==> src/rtl/riscv_mem_pkg.sv <==
// Shared types and constants for the MEM-stage data access path:
// FSM states, funct3 size/sign encodings and the size-to-strobe table.
package riscv_mem_pkg;

    typedef enum logic {
        IDLE,
        BUSY
    } mau_state_e;

    localparam logic [2:0] F3_B  = 3'b000;
    localparam logic [2:0] F3_H  = 3'b001;
    localparam logic [2:0] F3_W  = 3'b010;
    localparam logic [2:0] F3_D  = 3'b011;
    localparam logic [2:0] F3_BU = 3'b100;
    localparam logic [2:0] F3_HU = 3'b101;
    localparam logic [2:0] F3_WU = 3'b110;

    // Indexed by funct3[1:0]: byte, half, word, double.
    localparam logic [7:0] SIZE_STRB [4] = '{8'h01, 8'h03, 8'h0f, 8'hff};

    function automatic logic [7:0] size_strb(input logic [1:0] size);
        return SIZE_STRB[size];
    endfunction

    function automatic logic size_aligned(input logic [1:0] size, input logic [2:0] off);
        logic ok;
        case (size)
            2'd0:    ok = 1'b1;
            2'd1:    ok = (off[0] == 1'b0);
            2'd2:    ok = (off[1:0] == 2'b00);
            default: ok = (off == 3'b000);
        endcase
        return ok;
    endfunction

endpackage

==> src/rtl/mem_access_unit_load_formatter.sv <==
// Extracts the addressed lane from a doubleword read and sign/zero-extends
// it according to the load funct3.
module load_formatter
    import riscv_mem_pkg::*;
(
    input  logic [63:0] rdata,
    input  logic [2:0]  offset,
    input  logic [2:0]  funct3,
    output logic [63:0] data
);

    logic [63:0] shifted;

    always_comb begin
        shifted = rdata >> {offset, 3'b000};
        data    = shifted;
        case (funct3)
            F3_B:    data = {{56{shifted[7]}},  shifted[7:0]};
            F3_H:    data = {{48{shifted[15]}}, shifted[15:0]};
            F3_W:    data = {{32{shifted[31]}}, shifted[31:0]};
            F3_BU:   data = {56'd0, shifted[7:0]};
            F3_HU:   data = {48'd0, shifted[15:0]};
            F3_WU:   data = {32'd0, shifted[31:0]};
            default: data = shifted;
        endcase
    end

endmodule

==> src/rtl/mem_access_unit.sv <==
// MEM pipeline stage: branch resolution, a two-state data-memory request
// handshake with byte-lane steering, and the registered MEM/WB boundary.
module mem_access_unit
    import riscv_mem_pkg::*;
(
    input  logic        clk,
    input  logic        reset,
    input  logic [63:0] adder_out,
    input  logic        zero,
    input  logic [63:0] alu_result,
    input  logic [63:0] write_data,
    input  logic [4:0]  rd,
    input  logic [2:0]  funct3,
    input  logic        branch,
    input  logic        memread,
    input  logic        memwrite,
    input  logic        memtoreg,
    input  logic        regwrite,
    output logic        dmem_req,
    output logic        dmem_we,
    output logic [63:0] dmem_addr,
    output logic [63:0] dmem_wdata,
    output logic [7:0]  dmem_wstrb,
    input  logic        dmem_ack,
    input  logic [63:0] dmem_rdata,
    output logic        stall,
    output logic        pcsrc,
    output logic [63:0] branch_target,
    output logic        mem_exc,
    output logic [63:0] wb_read_data,
    output logic [63:0] wb_alu_result,
    output logic [4:0]  wb_rd,
    output logic        wb_memtoreg,
    output logic        wb_regwrite
);

    mau_state_e  state_q, state_d;
    logic [63:0] addr_q, addr_d;
    logic        we_q, we_d;
    logic [63:0] wdata_q, wdata_d;
    logic [7:0]  wstrb_q, wstrb_d;
    logic [2:0]  off_q, off_d;
    logic [2:0]  f3_q, f3_d;
    logic [4:0]  rd_q, rd_d;
    logic        memtoreg_q, memtoreg_d;
    logic        regwrite_q, regwrite_d;
    logic [63:0] alu_q, alu_d;
    logic        mem_exc_q, mem_exc_d;
    logic [63:0] wb_read_data_q, wb_read_data_d;
    logic [63:0] wb_alu_result_q, wb_alu_result_d;
    logic [4:0]  wb_rd_q, wb_rd_d;
    logic        wb_memtoreg_q, wb_memtoreg_d;
    logic        wb_regwrite_q, wb_regwrite_d;

    logic        access, f3_ok, acc_legal, acc_illegal;
    logic [1:0]  size;
    logic [2:0]  off;
    logic [63:0] load_data;

    assign pcsrc         = branch & zero;
    assign branch_target = adder_out;

    assign size   = funct3[1:0];
    assign off    = alu_result[2:0];
    assign access = memread | memwrite;

    always_comb begin
        f3_ok = 1'b0;
        if (memread && !memwrite)      f3_ok = (funct3 != 3'b111);
        else if (memwrite && !memread) f3_ok = (funct3[2] == 1'b0);
    end

    assign acc_legal   = access && f3_ok && size_aligned(size, off);
    assign acc_illegal = access && !acc_legal;

    load_formatter u_load_formatter (
        .rdata  (dmem_rdata),
        .offset (off_q),
        .funct3 (f3_q),
        .data   (load_data)
    );

    always_comb begin
        state_d    = state_q;
        addr_d     = addr_q;
        we_d       = we_q;
        wdata_d    = wdata_q;
        wstrb_d    = wstrb_q;
        off_d      = off_q;
        f3_d       = f3_q;
        rd_d       = rd_q;
        memtoreg_d = memtoreg_q;
        regwrite_d = regwrite_q;
        alu_d      = alu_q;
        mem_exc_d  = 1'b0;
        stall      = 1'b0;
        // MEM/WB defaults to a bubble; only completed operations overwrite it.
        wb_read_data_d  = '0;
        wb_alu_result_d = '0;
        wb_rd_d         = '0;
        wb_memtoreg_d   = 1'b0;
        wb_regwrite_d   = 1'b0;

        case (state_q)
            IDLE: begin
                if (acc_legal) begin
                    state_d    = BUSY;
                    stall      = 1'b1;
                    addr_d     = {alu_result[63:3], 3'b000};
                    we_d       = memwrite;
                    wdata_d    = memwrite ? (write_data << {off, 3'b000}) : '0;
                    wstrb_d    = memwrite ? (size_strb(size) << off) : '0;
                    off_d      = off;
                    f3_d       = funct3;
                    rd_d       = rd;
                    memtoreg_d = memtoreg;
                    regwrite_d = regwrite & ~memwrite;
                    alu_d      = alu_result;
                end else if (acc_illegal) begin
                    mem_exc_d = 1'b1;
                end else begin
                    wb_alu_result_d = alu_result;
                    wb_rd_d         = rd;
                    wb_memtoreg_d   = memtoreg;
                    wb_regwrite_d   = regwrite;
                end
            end
            BUSY: begin
                if (dmem_ack) begin
                    state_d         = IDLE;
                    wb_read_data_d  = we_q ? '0 : load_data;
                    wb_alu_result_d = alu_q;
                    wb_rd_d         = rd_q;
                    wb_memtoreg_d   = memtoreg_q;
                    wb_regwrite_d   = regwrite_q;
                end else begin
                    stall = 1'b1;
                end
            end
            default: state_d = IDLE;
        endcase
    end

    always_ff @(posedge clk) begin
        if (reset) begin
            state_q         <= IDLE;
            addr_q          <= '0;
            we_q            <= 1'b0;
            wdata_q         <= '0;
            wstrb_q         <= '0;
            off_q           <= '0;
            f3_q            <= '0;
            rd_q            <= '0;
            memtoreg_q      <= 1'b0;
            regwrite_q      <= 1'b0;
            alu_q           <= '0;
            mem_exc_q       <= 1'b0;
            wb_read_data_q  <= '0;
            wb_alu_result_q <= '0;
            wb_rd_q         <= '0;
            wb_memtoreg_q   <= 1'b0;
            wb_regwrite_q   <= 1'b0;
        end else begin
            state_q         <= state_d;
            addr_q          <= addr_d;
            we_q            <= we_d;
            wdata_q         <= wdata_d;
            wstrb_q         <= wstrb_d;
            off_q           <= off_d;
            f3_q            <= f3_d;
            rd_q            <= rd_d;
            memtoreg_q      <= memtoreg_d;
            regwrite_q      <= regwrite_d;
            alu_q           <= alu_d;
            mem_exc_q       <= mem_exc_d;
            wb_read_data_q  <= wb_read_data_d;
            wb_alu_result_q <= wb_alu_result_d;
            wb_rd_q         <= wb_rd_d;
            wb_memtoreg_q   <= wb_memtoreg_d;
            wb_regwrite_q   <= wb_regwrite_d;
        end
    end

    assign dmem_req      = (state_q == BUSY);
    assign dmem_we       = we_q;
    assign dmem_addr     = addr_q;
    assign dmem_wdata    = wdata_q;
    assign dmem_wstrb    = wstrb_q;
    assign mem_exc       = mem_exc_q;
    assign wb_read_data  = wb_read_data_q;
    assign wb_alu_result = wb_alu_result_q;
    assign wb_rd         = wb_rd_q;
    assign wb_memtoreg   = wb_memtoreg_q;
    assign wb_regwrite   = wb_regwrite_q;

endmodule

==> config.mk <==
export PLATFORM = sky130hd
export DESIGN_NAME = mem_access_unit
export DESIGN_NICKNAME = d
export VERILOG_FILES = /design/src/rtl/riscv_mem_pkg.sv /design/src/rtl/mem_access_unit_load_formatter.sv /design/src/rtl/mem_access_unit.sv
export SDC_FILE = /design/constraint.sdc
export NUM_CORES = 1
export LEC_CHECK = 0
export CORE_AREA = 4 4 233 235
export DETAILED_ROUTE_END_ITERATION = 6
export DIE_AREA = 0 0 237 239
export SETUP_SLACK_MARGIN = 0.4
export SLEW_MARGIN = 20
export SYNTH_ARGS = -nofsm -noshare
export SYNTH_HDL_FRONTEND = slang
export SYNTH_HIERARCHICAL = 1
export SYNTH_SLANG_ARGS = --single-unit
==> constraint.sdc <==
create_clock -name clk -period 2.5 [get_ports clk]
set_clock_uncertainty 0.15 [all_clocks]
set_input_delay 0.5 -clock clk [delete_from_list [all_inputs] [get_ports clk]]
set_output_delay 0.5 -clock clk [all_outputs]
set_load 0.005 [all_outputs]
==> results.sh <==
export IMPL_status="complete, no violations"
export IMPL_fp_dieH_um=239
export IMPL_synth_main_ff_cell="dfxtp_1"
export IMPL_numClockSinks=284
export IMPL_rsz0062_at_grt="true"
export IMPL_place_area_um2=20300
export IMPL_num_rows=84
export IMPL_final_max_slew_violation_count=0
export IMPL_io_pins=613
export IMPL_core_um2=52200
export IMPL_clk_pin_slew_ns=0.06
export IMPL_finalHoldViolCount=0
export IMPL_cts_root_buf="clkbuf_16"
export IMPL_nNetsFinal=2207
export IMPL_period_minus_slack_ns=2.31
export IMPL_cts_tree="yes"
export IMPL_synth_warnings=6
export IMPL_critPathRequiredTime_ns=2.83
export IMPL_wl_per_cell_um=25.0
export IMPL_cts_htree_levels=2
export IMPL_fp_dieW_um=237
export IMPL_setup_worst_path_end_class="register"
export IMPL_start_util=0.282
export IMPL_synth_common_cells="dfxtp_1, buf_4, mux2i_1"
export IMPL_grt_total_usage=0.218
export IMPL_clockBufferDepth=3
export IMPL_ys_seq_area_frac=0.385
export IMPL_syn_area_um2=14800
export IMPL_cellPowerDensity_nw_per_um2=588
export IMPL_setup_ws_ns=0.186
export IMPL_grt_max_degree=65
export IMPL_avgSynthCellArea_um2=9.54
export IMPL_first_global_vias=14600
export IMPL_die_area_um2=56600
export IMPL_grt_overflow=0
export IMPL_crit_fanout=20
export IMPL_place_hpwl_mm=49.0
export IMPL_startpoint_type="input pin"
export IMPL_p_leak_nw=8.96
export IMPL_finalSetupViolCount=0
export IMPL_drt_pass1_iter_count=5
export IMPL_yosys_area_top_type_share=0.385
export IMPL_final_area_um2=21700
export IMPL_layout_drive_gt1_share=0.183
export IMPL_grt_pass1_wl_mm=95.5
export IMPL_dp_slack_ns=-0.376
export IMPL_synthCells=1547
export IMPL_worstPathArrival_ns=2.64
export IMPL_r2r_slack_ns=0.23
export IMPL_relSlewSlack=0.497
export IMPL_criticalPathCategory="input pin to register"
export IMPL_cts_hold_buf=0
export IMPL_fin_crit_sh=0.926
export IMPL_antenna_found_initial=9
export IMPL_vias=14400
export IMPL_syn2layout_area_growth_pct=47.0
export IMPL_min_path_type="input pin to register"
export IMPL_cts_buffers=35
export IMPL_drt_iter0_drc=1012
export IMPL_synth_edf_count=0
export IMPL_synthDistinctLibCells=53
export IMPL_wirelength_mm=66.2
export IMPL_synth_area_top_cells="dfxtp_1, mux2i_1, buf_4"
export IMPL_yosys_area_top_type="dfxtp_1"
export IMPL_drc=0
export IMPL_ant_nets=0
export IMPL_synth_async_sr_flop_share=0
export IMPL_gp_congestion=1.01
export IMPL_via_per_inst=5.45
export IMPL_clock_fmax_mhz=432
export IMPL_portBuffers=481
export IMPL_fill_cells=5085
export IMPL_synth_seq_cells=284
export IMPL_yosysMostFrequentCell="dfxtp_1"
export IMPL_cap_violations=0
export IMPL_tightest_slew_ns=0.751
export IMPL_clock_latency_ns=0.54
export IMPL_ir_worst_vdd_mv=0.356
## worst paths after layout
path,from,end,depth (start not counted)
worst max-delay path,dmem_rdata[23],wb_read_data[54],7
worst min-delay path,reset,wb_regwrite,2
worst min register to register,dmem_wstrb[6],dmem_wstrb[6],2
worst max register to register,off_q[1],wb_read_data[54],6
## layout make-up
type / count / area, µm² / share of cell area
Inverter: 7 / 27.5 / 0.00127
Tap cell: 688 / 861 / 0.0397
Multi-Input combinational cell: 964 / 7470 / 0.344
Antenna cell: 3 / 7.51 / 0.000346
Timing Repair Buffer: 642 / 6330 / 0.292
Sequential cell: 284 / 5750 / 0.265
Clock inverter: 14 / 225 / 0.0104
Clock buffer: 47 / 1010 / 0.0467
## stage by stage
step	total power [mW]	utilization	setup TNS (ns)	hold slack (ns)	instances
2_1_floorplan	6.12	-	0	0.280	1549
3_3_place_gp	7.29	0.388	-23.11	0.289	2573
3_5_place_dp	7.32	0.388	-29.91	0.300	2573
4_1_cts	12.9	0.412	0	0.0664	2637
5_1_grt	13.2	0.415	0	0.0848	2647
6_report	12.7	0.415	0	0.106	2649
## layout by cell type (no fill, tap or decap), types with 74 or more instances in the layout
cell,n
nand4_1,103
a21oi_1,76
dlygate4sd2_1,92
o31ai_1,74
mux2i_1,120
buf_4,128
dfxtp_1,239
a22o_1,81
clkdlybuf4s50_1,359
nand2_1,91
## power by group
part / total, mW / leakage [nW] / switching (mW) / internal [mW]
clock network: 5.49 / 0.598 / 2.12 / 3.38
logic: 2.48 / 6.03 / 1.27 / 1.20
registers: 4.77 / 2.32 / 0.0982 / 4.67
total: 12.7 / 8.96 / 3.49 / 9.26
## registers in the layout, summed over array words and instances (netlist names), 2 cells and up
name	flops
off_q	2
dmem_wstrb	8
wb_alu_result	64
f3_q	3
wb_read_data	64
dmem_wdata	64
rd_q	5
wb_rd	5
alu_q	62
## layer usage
| layer | vias to the layer above | wire (µm) | track usage |
|---|---|---|---|
| li1 | 6466 | - | - |
| met1 | 7028 | 24100 | 0.241 |
| met2 | 778 | 32400 | 0.382 |
| met3 | 161 | 6430 | 0.0720 |
| met4 | 6 | 3280 | 0.0971 |
| met5 | - | 36 | 0 |
## worst max-delay path, cell delays in order
cell and delay, ns:
clkdlybuf4s50_1 0.55, mux2i_1 0.11, mux4_2 0.52, or4_4 0.53, buf_12 0.20, o2111ai_1 0.09, and2_1 0.14
## kinds of logic after synthesis
logic type / Yosys count / synth area share
and+or+nand+nor: 362 / 0.135
muxes: 176 / 0.148
other: 1 / 0.000254
DFF: 284 / 0.385
AOI/OAI and AO/OA: 422 / 0.212
xor gates and xnor gates: 1 / 0.000594
buffers and inverters: 301 / 0.118
## timing repair
| item | in CTS | in global routing |
|---|---|---|
| endpoints found under the setup margin | 187 | 77 |
| setup buffers | 3 | 7 |
| cloned | 0 | 2 |
| pin swaps | 2 | 6 |
| resized for setup | 156 | 38 |
No activity file was read; power rests on OpenSTA's default activity.
==> variant 1 (config.mk and constraints unchanged) <==
Take the reset off `wb_alu_result_q` and load it in a clocked block of its own.
--- a/src/rtl/mem_access_unit.sv
+++ b/src/rtl/mem_access_unit.sv
@@ -158,3 +158,2 @@
             wb_read_data_q  <= '0;
-            wb_alu_result_q <= '0;
             wb_rd_q         <= '0;
@@ -176,3 +175,2 @@
             wb_read_data_q  <= wb_read_data_d;
-            wb_alu_result_q <= wb_alu_result_d;
             wb_rd_q         <= wb_rd_d;
@@ -181,2 +179,6 @@
         end
+    end
+
+    always_ff @(posedge clk) begin
+        wb_alu_result_q <= wb_alu_result_d;
     end
Formal check against the unedited RTL: not equivalent (Yosys sat finds a counterexample within 4 cycles, from zero or initial values and one cycle with reset high).
==> variant 1 against the unedited design <==
Worst setup slack gained 0.063 ns; final cell count shrank 2.0%; clock power shrank 2%; wire length shrank 7.5%; combinational power shrank 2%; global-route usage shrank 1.5 points; power shrank 1.2%; final area shrank 1.3%; count of clock-buffer cells in the layout grew 5; sequential cell count is the same; synthesized area shrank 1.2%.
==> variant 1: results (changes against the unedited design) <==
status=completed; top post-synthesis cells by count=284 x dfxtp_1, 141 x buf_4, 103 x nand4_1, 96 x mux2i_1, 89 x a21oi_1; top sig layer=met4; post-synthesis mux area share=14.70% (-0.067 points); Worst setup SP type=register; Post-Place Setup Slack=-0.3244 ns (+0.05136 ns); gr usage total=20.33% (-1.5 points); via count=13810 (-4.4%); Leak Pwr=8.889 nW (-0.74%); gpl congestion=0.9098 (-9.8%); achievable frequency=0.4444 GHz (+2.8%); synthesized area per cell=9.749 um2 (+2.2%); CP endpoint=wb_read_data[52]; largest cells by area after synthesis=dfxtp_1 39%, buf_4 7.3%, mux4_2 6.6%; metal3 WL=4.915 mm (-24%); FF-to-FF setup slack=0.25 ns (+0.02 ns); Initial Utilization=27.92% (-0.33 points); DP Cell Count=2518 (-2.1%); initial antenna violation count=2 (-7); synth unique cells=60 (+13%); routing usage on met2=33.42% (-4.7 points); Final #Nets=2153 (-2.4%); Fill cells=5081 (-0.079%); metal2 WL=28.82 mm (-11%); Vias/cell=5.319 (-2.4%); Compound-Gate Fraction of Synth Area=20.70% (-0.55 points); max incr delay on CP=0.53 ns (-0.02 ns); Met1 Routed Length=25.24 mm (+4.9%); Cells on Worst Hold Path=3 (+1); Crit Path Max Fanout=21 (+5.0%); WHS=0.1194 ns (+0.01373 ns); critical path's top delay family=simple AND/OR/NAND/NOR gates; Slew HR=46.47% (-3.3 points); DP HPWL=45.10 mm (-8.0%); met1 usage=25.57% (+1.5 points); Crit Reg-Reg Endpoint=wb_read_data[52]; Initial DRC Count=1071 (+5.8%); WP data arrival=2.59 ns (-0.05 ns)
==> variant 1: worst reg2reg max path, delay by kind of cell, from the launching register on <==
family | cells | cell delay (ns)
multiplexers | 2 | 0.66
AO/OA/AOI/OAI | 1 | 0.09
flip-flops | 1 | 0.44
buffers and inverters | 1 | 0.20
AND/OR/NAND/NOR | 2 | 0.67
==> variant 1: layout make-up <==
cell class	count	area (um2)	share of cell area, %
clock inverters	11	151.4	0.7075
repair buffers	629	6300	29.44
flip-flops and latches	284	5753	26.89
clock buffers	52	1075	5.023
inverters	8	33.78	0.1579
diodes	3	7.507	0.03508
multi-input cells	921	7217	33.73
well taps	688	860.8	4.023
==> variant 1: repair_timing <==
action	in CTS	in global routing
resized for setup	151	46
hold endpoints to repair	0	0
setup endpoints to repair	216	88
pin swaps	2	3
buffers inserted	9	2
gates cloned	1	0
==> variant 1: power by group <==
part	internal, mW	total (mW)	switching (mW)
logic	1.22	2.43	1.21
registers	4.68	4.79	0.102
clock network	3.31	5.39	2.08
total	9.21	12.6	3.39
==> variant 2 (same flow settings) <==
Without the edit above. Reset style: asynchronous (`reset`), changed in one clocked block.
--- a/src/rtl/mem_access_unit.sv
+++ b/src/rtl/mem_access_unit.sv
@@ -143,3 +143,3 @@
 
-    always_ff @(posedge clk) begin
+    always_ff @(posedge clk or posedge reset) begin
         if (reset) begin
Check against the original RTL: differs if reset is asserted again (counterexample within 4 cycles, from zero or initial values and one cycle with reset high); with reset held inactive, the same outputs for 4 cycles.
==> variant 2 against the unedited design <==
Synthesized area increased by 4.3%; sequential cell count unchanged; final area rose by 3.8%; count of clock-buffer cells in the layout grew 2; wire length shrank 11%; worst setup slack worse by 0.017 ns.
Power is not compared: it rests on default switching activity, and its combinational part moved more than twofold at a synthesized area within 25%.
==> variant 2: results (changes against the unedited design) <==
status=completed; inverters=9 (+2); metal2 WL=29.81 mm (-7.9%); WHS=0.1820 ns (+0.07625 ns); gpl congestion=0.9256 (-8.2%); DP Cell Count=2342 (-9.0%); DP HPWL=43.82 mm (-11%); CP max stage cell=or3_4; critical path's top delay family=simple AND/OR/NAND/NOR gates; first-pass GRT wire length=85.63 mm (-10%); worst slew pin tran=0.6756 ns (-0.07544 ns); Util after Layout=43.11% (+1.6 points); Non-clk bufs=658 (+2.5%); origin of the worst min-delay path=funct3[2]; max incr delay on CP=0.44 ns (-0.11 ns); met1 usage=24.43% (+0.32 points); metal3 WL=3.726 mm (-42%); Initial DRC Count=749 (-26%); largest cells by area after synthesis=dfrtp_1 46%, mux2_4 6.8%, mux2i_1 6.8%; FF-to-FF setup slack=0.19 ns (-0.04 ns); Clock buf/inv share=5.145% (-0.57 points); multi-input logic area=6947 um2 (-7.0%); buffering overhead=28.43% (-0.77 points); R2R Path Start=off_q[1]; WP data arrival=1.68 ns (-0.96 ns)
[variant 2: cell count changes in the layout (fill, tap and decap cells not counted), moves of 30 or more]
cell	change
nand4_1	-71
a21oi_1	-63
dfrtp_1	+282
mux2_4	+70
dfxtp_1	-239
a32o_1	-33
dfxtp_2	-42
o31ai_1	-71
mux2_1	+30
[variant 2: timing repair]
| action | CTS | global route |
|---|---|---|
| hold buffers | 0 | 0 |
| cloned | 1 | 0 |
| setup buffers | 33 | 12 |
| endpoints found under the setup margin | 366 | 114 |
| resized for setup | 124 | 54 |
| pin swaps | 4 | 3 |
[variant 2: logic make-up (layout without fill, tap and decap cells)]
family	after synthesis	in the layout	share of synthesized area, %
AO/OA/AOI/OAI	233	233	11.96
other	1	5	0.02438
buffers and inverters	247	727	10.17
AND/OR/NAND/NOR	256	256	9.117
flip-flops	284	284	46.20
multiplexers	257	257	22.53
